--- config.mk ---
export PLATFORM = sky130hd
export DESIGN_NAME = timer_counter
export DESIGN_NICKNAME = d
export VERILOG_FILES = /design/src/rtl/timer_counter.sv
export SDC_FILE = /design/constraint.sdc
export NUM_CORES = 1
export LEC_CHECK = 0
export CORE_MARGIN = 5
export CORE_UTILIZATION = 49
export DETAILED_ROUTE_END_ITERATION = 12
export PLACE_DENSITY_LB_ADDON = 0.15
export SYNTH_ARGS = -nofsm -noshare
export SYNTH_HDL_FRONTEND = slang
export SYNTH_SLANG_ARGS = --single-unit
--- constraint.sdc ---
create_clock -name clk -period 3.1 [get_ports clk]
set_clock_uncertainty 0.05 [all_clocks]
set_input_delay 0.465 -clock clk [delete_from_list [all_inputs] [get_ports clk]]
set_output_delay 0.465 -clock clk [all_outputs]
set_load 0.1 [all_outputs]
--- src/rtl/timer_counter.sv ---
// Memory-mapped down-counting timer with a maskable level interrupt.
// Registers: CTRL (EN/MODE/IM), PRESET (r/w), COUNT (ro), reserved.
module timer_counter #(
  parameter int CNT_W = 32
) (
  input  logic        clk,
  input  logic        reset,
  input  logic        sel,
  input  logic [31:0] addr,
  input  logic        we,
  input  logic [3:0]  byteen,
  input  logic [31:0] wdata,
  output logic [31:0] rdata,
  output logic        irq
);

  typedef enum logic [1:0] {
    IDLE = 2'd0,
    LOAD = 2'd1,
    CNT  = 2'd2,
    INT  = 2'd3
  } state_t;

  state_t           state_r, state_nx;
  logic             ctrl_en_r;
  logic [1:0]       ctrl_mode_r;
  logic             ctrl_im_r;
  logic [CNT_W-1:0] preset_r;
  logic [CNT_W-1:0] count_r, count_nx;
  logic             irq_flag_r;

  logic wr_ok_s, wr_ctrl_s, wr_preset_s;
  logic en_clear_s, flag_set_s, flag_clr_fsm_s;
  logic unused_s;

  // Only full-word writes are honoured; sub-word accesses fault in the CPU.
  assign wr_ok_s     = sel & we & (byteen == 4'b1111);
  assign wr_ctrl_s   = wr_ok_s & (addr[3:2] == 2'd0);
  assign wr_preset_s = wr_ok_s & (addr[3:2] == 2'd1);
  assign unused_s    = ^{addr[31:4], addr[1:0]};

  // Next-state and count update for the timer sequence
  always_comb begin
    state_nx       = state_r;
    count_nx       = count_r;
    en_clear_s     = 1'b0;
    flag_set_s     = 1'b0;
    flag_clr_fsm_s = 1'b0;
    case (state_r)
      IDLE: begin
        if (ctrl_en_r) state_nx = LOAD;
        else           state_nx = IDLE;
      end
      LOAD: begin
        count_nx = preset_r;
        state_nx = CNT;
      end
      CNT: begin
        if (!ctrl_en_r) begin
          state_nx = IDLE;
        end else if (count_r <= CNT_W'(1)) begin
          // PRESET=0 lands here immediately, so it behaves like PRESET=1.
          count_nx   = '0;
          flag_set_s = 1'b1;
          state_nx   = INT;
        end else begin
          count_nx = count_r - CNT_W'(1);
        end
      end
      INT: begin
        if (ctrl_mode_r == 2'b01) begin
          flag_clr_fsm_s = 1'b1;
          state_nx       = LOAD;
        end else begin
          en_clear_s = 1'b1;
          state_nx   = IDLE;
        end
      end
      default: begin
        state_nx = IDLE;
      end
    endcase
  end

  // State, register file and interrupt flag; bus writes override the FSM's EN clear
  always_ff @(posedge clk) begin
    if (reset) begin
      state_r     <= IDLE;
      ctrl_en_r   <= 1'b0;
      ctrl_mode_r <= 2'b00;
      ctrl_im_r   <= 1'b0;
      preset_r    <= '0;
      count_r     <= '0;
      irq_flag_r  <= 1'b0;
    end else begin
      state_r <= state_nx;
      count_r <= count_nx;
      if (wr_ctrl_s) begin
        ctrl_en_r   <= wdata[0];
        ctrl_mode_r <= wdata[2:1];
        ctrl_im_r   <= wdata[3];
      end else if (en_clear_s) begin
        ctrl_en_r <= 1'b0;
      end
      if (wr_preset_s) begin
        preset_r <= CNT_W'(wdata);
      end
      if (flag_set_s) begin
        irq_flag_r <= 1'b1;
      end else if (wr_ctrl_s | wr_preset_s | flag_clr_fsm_s) begin
        irq_flag_r <= 1'b0;
      end
    end
  end

  // Read mux, independent of sel and we
  always_comb begin
    rdata = 32'd0;
    case (addr[3:2])
      2'd0:    rdata = {28'd0, ctrl_im_r, ctrl_mode_r, ctrl_en_r};
      2'd1:    rdata = 32'(preset_r);
      2'd2:    rdata = 32'(count_r);
      2'd3:    rdata = 32'd0;
      default: rdata = 32'd0;
    endcase
  end

  assign irq = irq_flag_r & ctrl_im_r;

endmodule

## Word-level counts from Yosys, hierarchy flattened

Index checks and enable logic that the tools add are counted.

- $add $sub $neg: 1
- Order comparisons: 1
- Equality and inequality tests: 10
- Mux-type cells: 20
- Bitwise logic cells: 7
- Reduce and logical (&&, ||, !) cells: 6

Operators with widths:

| cell | number |
|---|---|
| case mux 32 bit (4 select lines) | 1 |
| two-way mux 32 bit | 2 |
| case mux 32 bit (2 select lines) | 1 |
| less-or-equal comparator 32 x 1 -> 1 bit, second input constant | 1 |
| subtractor 32 x 1 -> 32 bit, second input constant | 1 |
| two-way mux 1 bit | 13 |
| equality test 2 bit, second input constant | 4 |
| case mux 2 bit (4 select lines) | 1 |
| equality test 2 x 1 -> 1 bit, second input constant | 3 |
| nonzero test 2 bit | 3 |
| bitwise AND 1 bit | 5 |
| equality test 4 bit, second input constant | 1 |
| zero test 2 bit | 2 |
| two-way mux 2 bit | 2 |
| != test 3 bit, second input constant | 1 |
| != test 2 bit, second input constant | 1 |
| OR 1 bit | 2 |
| AND reduction 2 bit | 1 |

- Bits in registers: 71
- Input port bits: 72
- Word-level logic and storage cells: 52

## Logic depth before layout (Yosys ltp)

Gate-level depths: netlist of the first run.

- Depth in word-level cells: 7
- Gate-level depth with buffers: 9
- Mapped depth without buffers: 7

## Worst setup path after synthesis of the first run

No wires, ideal clock.

- Path type: input -> output
- From: input port addr[3]
- To: output port rdata[0]
- Arrival time: 2.949 ns
- Required time: 2.585 ns
- Slack: -0.364 ns
- Stages on the path: 3
- Buffers on the path: 1
- Cell sequence: clkbuf_1 -> mux2i_1 -> o21ai_0

- Word-level cells in the longest chain between the ends: 2
- Elaborated cells on any way between the ends: 5
- Classes of those cells: eq/ne (3); mux (1); reduce/logical (1)

Ends and longest elaborated chain:

| item | RTL line | text |
|---|---|---|
| start: declaration | 9 | `input logic [31:0] addr,` |
| equality test 2 bit (tied with other cells) | 119 | `case (addr[3:2])` |
| case mux 32 bit (4 select lines) * | 119 |  |
| end: declaration | 13 | `output logic [31:0] rdata,` |

Every way passes the cells marked *; elsewhere a longest branch is shown, timed or not.

## Final worst setup path of the first run

- From: input port addr[3]
- To: output port rdata[9]

Same word-level chain as after synthesis.

==> results of run 1 <==
## power by group
part / switching, mW / internal (mW) / total (mW)
registers: 0.00193 / 0.913 / 0.915
clock network: 0.348 / 0.436 / 0.784
logic: 0.0590 / 0.0615 / 0.120
## metal layers
layer	global-route usage	up-vias	wire length, um
met4	0.0663	0	101
met2	0.402	157	5960
met3	0.0436	11	736
met1	0.297	2060	5050
li1	-	2068	-
met5	0	-	0
## flip-flops by register name, indices dropped and copies added, names as in the netlist
register,cells
preset_r,32
count_r,32
ctrl_im_r,1
ctrl_en_r,1
state_r,2
irq_flag_r,1
ctrl_mode_r,2
## cell type report
| type | instances | area [um2] |
|---|---|---|
| fill | 712 | 2780 |
| multi-input combinational | 403 | 2350 |
| sequential | 71 | 1420 |
| timing repair buffer | 93 | 1200 |
| clock buffer | 13 | 169 |
| tap | 105 | 131 |
| inverter | 13 | 48.8 |
| clock inverter | 3 | 40.0 |
## placed cells by master, fill, tap and decap left out, drive strengths merged, types with 2 or more instances in the layout
master / netlist / final
nand2: 98 / 98
mux2i: 8 / 8
nor2: 38 / 38
and2: 2 / 2
o31a: 5 / 5
o31ai: 10 / 10
nor3: 9 / 9
nand2b: 4 / 4
clkinv: 0 / 2
or4: 3 / 3
and4: 2 / 2
xnor2: 2 / 2
a211oi: 19 / 19
clkdlybuf4s50: 0 / 40
o41ai: 3 / 3
buf: 7 / 53
a22o: 28 / 28
nor2b: 3 / 3
nand4: 4 / 4
ha: 2 / 2
nor4: 15 / 15
o21ai: 38 / 38
or3: 6 / 6
or2: 3 / 3
a31o: 2 / 2
a2111oi: 7 / 7
nor4b: 2 / 2
inv: 13 / 13
a31oi: 6 / 6
a21oi: 56 / 56
dfxtp: 71 / 71
o21a: 2 / 2
clkbuf: 40 / 13
nand3: 9 / 9
## critical path: stages
cell and delay [ns]:
clkdlybuf4s50_1 0.72, nor2b_2 0.21, buf_4 0.33, a22o_1 0.27, buf_12 0.19
## logic make-up after synthesis
logic type	count (synthesis)	share of synthesized area
and+or+nand+nor	204	0.240
buffers and inverters	60	0.0685
adders and majority gates	2	0.00620
AOI/OAI and AO/OA	186	0.306
DFF	71	0.352
xor gates and xnor gates	2	0.00434
muxes	9	0.0226
## through the flow
stage,setup WS [ns],hold WS [ns]
2_1_floorplan,0.313,0.391
3_3_place_gp,0.426,0.402
3_5_place_dp,0.407,0.409
4_1_cts,0.406,0.419
5_1_grt,0.275,0.445
6_report,0.392,0.416
## path summary, 6_finish.rpt
path | start | end | slack (ns) | cells past startpoint
worst min register to register | preset_r[11] | preset_r[11] | 0.42 | 2
worst min-delay path | preset_r[11] | preset_r[11] | 0.42 | 2
worst max-delay path | addr[3] | rdata[9] | 0.39 | 5
worst max register to register | count_r[0] | count_r[17] | 0.46 | 7
==> out/metrics.csv, run 1 <==
metric,value,unit
status,finished clean,
portBuffers,74,
endpoint_kind,primary output,
wire_per_inst,16.9,um
nets,665,
maxCapViolations,0,
ys_ff_latch,71,
slew_headroom,0.317,
hold_path_class,reg2reg,
ir_worst_vdd,0.247,mV
synth-edff-count,0,
yosys-top-cells-count,"nand2_1 (97), dfxtp_1 (71), a21oi_1 (55)",
ys_seq_area_frac,0.352,
p_total,1.82,mW
grt_pass1_vias,3997,
grt_use_total,0.233,
dieArea,0.0102,mm2
final_util,0.659,
cts_hold_buf,0,
rsz0062_at_grt,no,
max_clock_freq,0.369,GHz
antennaDiodeCount,0,
place_congestion,0.875,
yosysTopAreaCell,dfxtp_1,
cts_buffers,9,
drc,0,
dr.first_iter.drc_count,233,
grt_antenna_before_repair,0,
grt_start_max_net_pins,35,
num_vias,4296,
startpoint_type,input pin,
syn_nets,608,
path_class,in2out,
cts_setup_buffers,0,
synth.avg_cell_area,7.56,um2
cts_tree,built,
tns,0,ns
die_x,101,um
synth_warnings,0,
area_growth,32.7,%
ios,105,
cts_sinks,71,
dpl_cell_area,0.00515,mm2
syn-instance-count,534,
netlist_top_cells_area,"dfxtp_1 (35%), nand2_1 (9.0%), a21oi_1 (6.8%), a22o_1 (5.9%), o21ai_0 (4.7%)",
cts.path.max_buffers,2,
drv_slew,0,
instances_no_fill,701,
cts_root_buf,clkbuf_8,
hpwlAfterDp,8260,um
async_flop_share,0,
synth-main-ff-cell,dfxtp_1,
grt-ovfl-total,0,
grt_pass1_wl,19400,um
synth.top_cell.area_share,0.352,
tightest_slew,1.02,ns
dr.pass1.iters,5,
cts_resized,0,
hold_viol,0,
dp_cells,685,
cts-htree-levels,3,
clkTransAtPathRegs,0.07,ns
die_height,101,um
p_per_area,340,mW/mm2
yosysUniqueCellTypes,62,
routed_wl,11900,um
start_util,0.496,
fin_crit_sh,0.874,
placementRows,33,
critPathArrivalTime,2.19,ns
vias_per_cell,6.13,
insertion_delay,0.34,ns
period_minus_slack,2.71,ns
ant_nets,0,
cellLeakagePower,1.92,nW
crit_fanout,28,
design_area,0.00536,mm2
core-area,0.00813,mm2
cp.required,2.58,ns
layout-drive-gt1-share,0.153,
synth.most_common_cell,nand2_1,
synth_area,0.00404,mm2
setup_viol,0,
(Power assumes the default switching activity.)
==> run 2: changes to the inputs <==
- CORE_MARGIN: 5 -> 1.5
- REMOVE_ABC_BUFFERS: default -> 1
==> run 2 against run 1 <==
Via count fell by 1.3%. Cell count down 0.86%. Clock power is 5.5% higher. Highest routed layer unchanged.
==> out/metrics.csv, run 2 (same netlist as run 1, synthesis figures left out) <==
metric,value,unit,change
worst_slack,0.378,ns,-0.0136 ns
grt-busiest-layer,met2,,
p_per_area,348,mW/mm2,+2.6%
dr.pass1.iters,5,,unchanged
cts-htree-levels,3,,unchanged
cts.path.max_buffers,2,,unchanged
p_int,1.44,mW,+2.3%
maxCapViolations,0,,unchanged
dp_slack,0.433,ns,+0.0262 ns
slew_headroom,0.233,,-0.0843
grt_util_met3,0.0356,,-0.00800
placementRows,32,,-3.0%
dr.first_iter.drc_count,286,,+23%
tns,0,ns,unchanged
cts_tree,built,,
drv_slew,0,,unchanged
setup_viol,0,,unchanged
endpoint_kind,flop,,
multi_input_comb_area,0.00235,mm2,unchanged
area_growth,32.3,%,
drc,0,,unchanged
dieArea,0.00879,mm2,-13%
p_sw_frac,0.225,,about the same
p_total,1.86,mW,+2.3%
cp.required,3.31,ns,+0.73 ns
vias_per_cell,6.10,,-0.40%
cellLeakagePower,1.92,nW,-0.35%
portBuffers,74,,unchanged
crit_fanout,20,,-29%
antennaDiodeCount,0,,unchanged
tightest_slew,1.15,ns,+0.126 ns
insertion_delay,0.36,ns,+0.02 ns
cts_resized,0,,unchanged
cts_sinks,71,,unchanged
place_congestion,0.894,,+2.1%
cts_root_buf,clkbuf_8,,
startpoint_type,flop,,
nets,663,,-0.30%
hold_viol,0,,unchanged
power.share.sequential,0.492,,-0.011
start_util,0.515,,+0.0181
status,finished clean,,
rsz0062_at_grt,no,,
grt_pass1_vias,3966,,-0.78%
layout-drive-gt1-share,0.148,,-0.00429
period_minus_slack,2.72,ns,+0.0135 ns
ant_nets,0,,unchanged
routed_wl,11600,um,-2.1%
reg.largest.list,"count_r x32, preset_r x32",,
layout_common_cells,"nand2_1 (97), dfxtp_1 (71), a21oi_1 (55)",,
grt_use_total,0.277,,+0.0440
hpwlAfterDp,7780,um,-5.9%
cts_hold_buf,0,,unchanged
ir_worst_vdd,0.228,mV,-7.7%
grtUsageMet2,0.452,,+0.0508
layout_commonest_cell,nand2_1,,
hold_path_class,reg2reg,,
grt_antenna_before_repair,0,,unchanged
final_util,0.681,,+0.0220
max_clock_freq,0.367,GHz,-0.50%
cts_buffers,9,,unchanged
grt_pass1_wl,19500,um,+0.54%
die_x,93.8,um,-6.9%
combPwrFrac,0.064,,-0.002
path_class,reg2reg,,
cts_setup_buffers,0,,unchanged
grt_start_max_net_pins,39,,+11%
core-area,0.00785,mm2,-3.5%
grtUsageMet1,0.379,,+0.0820
fin_crit_sh,0.878,,+0.00437
num_vias,4242,,-1.3%
die_height,93.8,um,-6.9%
ios,105,,unchanged
critPathArrivalTime,2.93,ns,+0.74 ns
wire_per_inst,16.7,um,-1.2%
clockPowerShare,0.444,,+0.013
p_sw,0.418,mW,+2.3%
grt-ovfl-total,0,,unchanged
fillerInstances,690,,-3.1%
ff_latch_area,0.00142,mm2,unchanged
clkTransAtPathRegs,0.07,ns,about the same
-- run 2: cell types whose count changed in the layout (fill, tap and decap cells not counted), sizes merged --
| cell | before | now |
|---|---|---|
| buf | 53 | 51 |
| bufinv | 1 | 2 |
| clkbuf | 13 | 11 |
-- run 2: routing by layer --
metal / wire, um / vias up / part of all wire
met1: 5040 / 1990 / 0.43
met4: 175 / 0 / 0.015
li1: - / 2057 / -
met3: 860 / 21 / 0.074
met5: 0 / - / 0
met2: 5530 / 174 / 0.48
-- run 2: path summary, 6_finish.rpt --
check                    start            to  slack (ns)  cells after the start
setup / recovery    count_r[0]   count_r[11]        0.38                      7
setup reg to reg    count_r[0]   count_r[11]        0.38                      7
hold / removal    preset_r[16]  preset_r[16]        0.41                      2
hold reg to reg   preset_r[16]  preset_r[16]        0.41                      2
-- run 2: power by group through the flow --
stage	Combinational [mW]	Sequential [mW]	Clock, mW
5_1_grt	0.128	0.915	0.874
3_5_place_dp	0.118	0.936	0
3_3_place_gp	0.117	0.936	0
4_1_cts	0.119	0.915	0.834
6_report	0.119	0.915	0.827
2_1_floorplan	0.0307	0.935	0
-- run 2: worst max-delay path, stage by stage, from the launching register on --
cell,delay (ns)
dfxtp_1,0.45
inv_1,0.09
ha_1,0.26
o21bai_1,0.20
nor4_1,0.10
a31oi_2,0.92
o21ai_0,0.24
a211oi_1,0.31
-- run 2: area by class of cell --
type	count	share of cell area
inverters	13	0.00914
flip-flops and latches	71	0.266
repair buffers	91	0.221
well taps	102	0.0239
multi-input cells	403	0.440
clock buffers	11	0.0265
clock inverters	4	0.0131
-- run 2: through the flow --
stage | cells | instance area [um2] | hold WS [ns]
2_1_floorplan | 487 | 3810 | 0.385
3_3_place_gp | 680 | 5130 | 0.401
3_5_place_dp | 680 | 5130 | 0.408
4_1_cts | 695 | 5340 | 0.415
5_1_grt | 695 | 5340 | 0.437
6_report | 695 | 5340 | 0.413
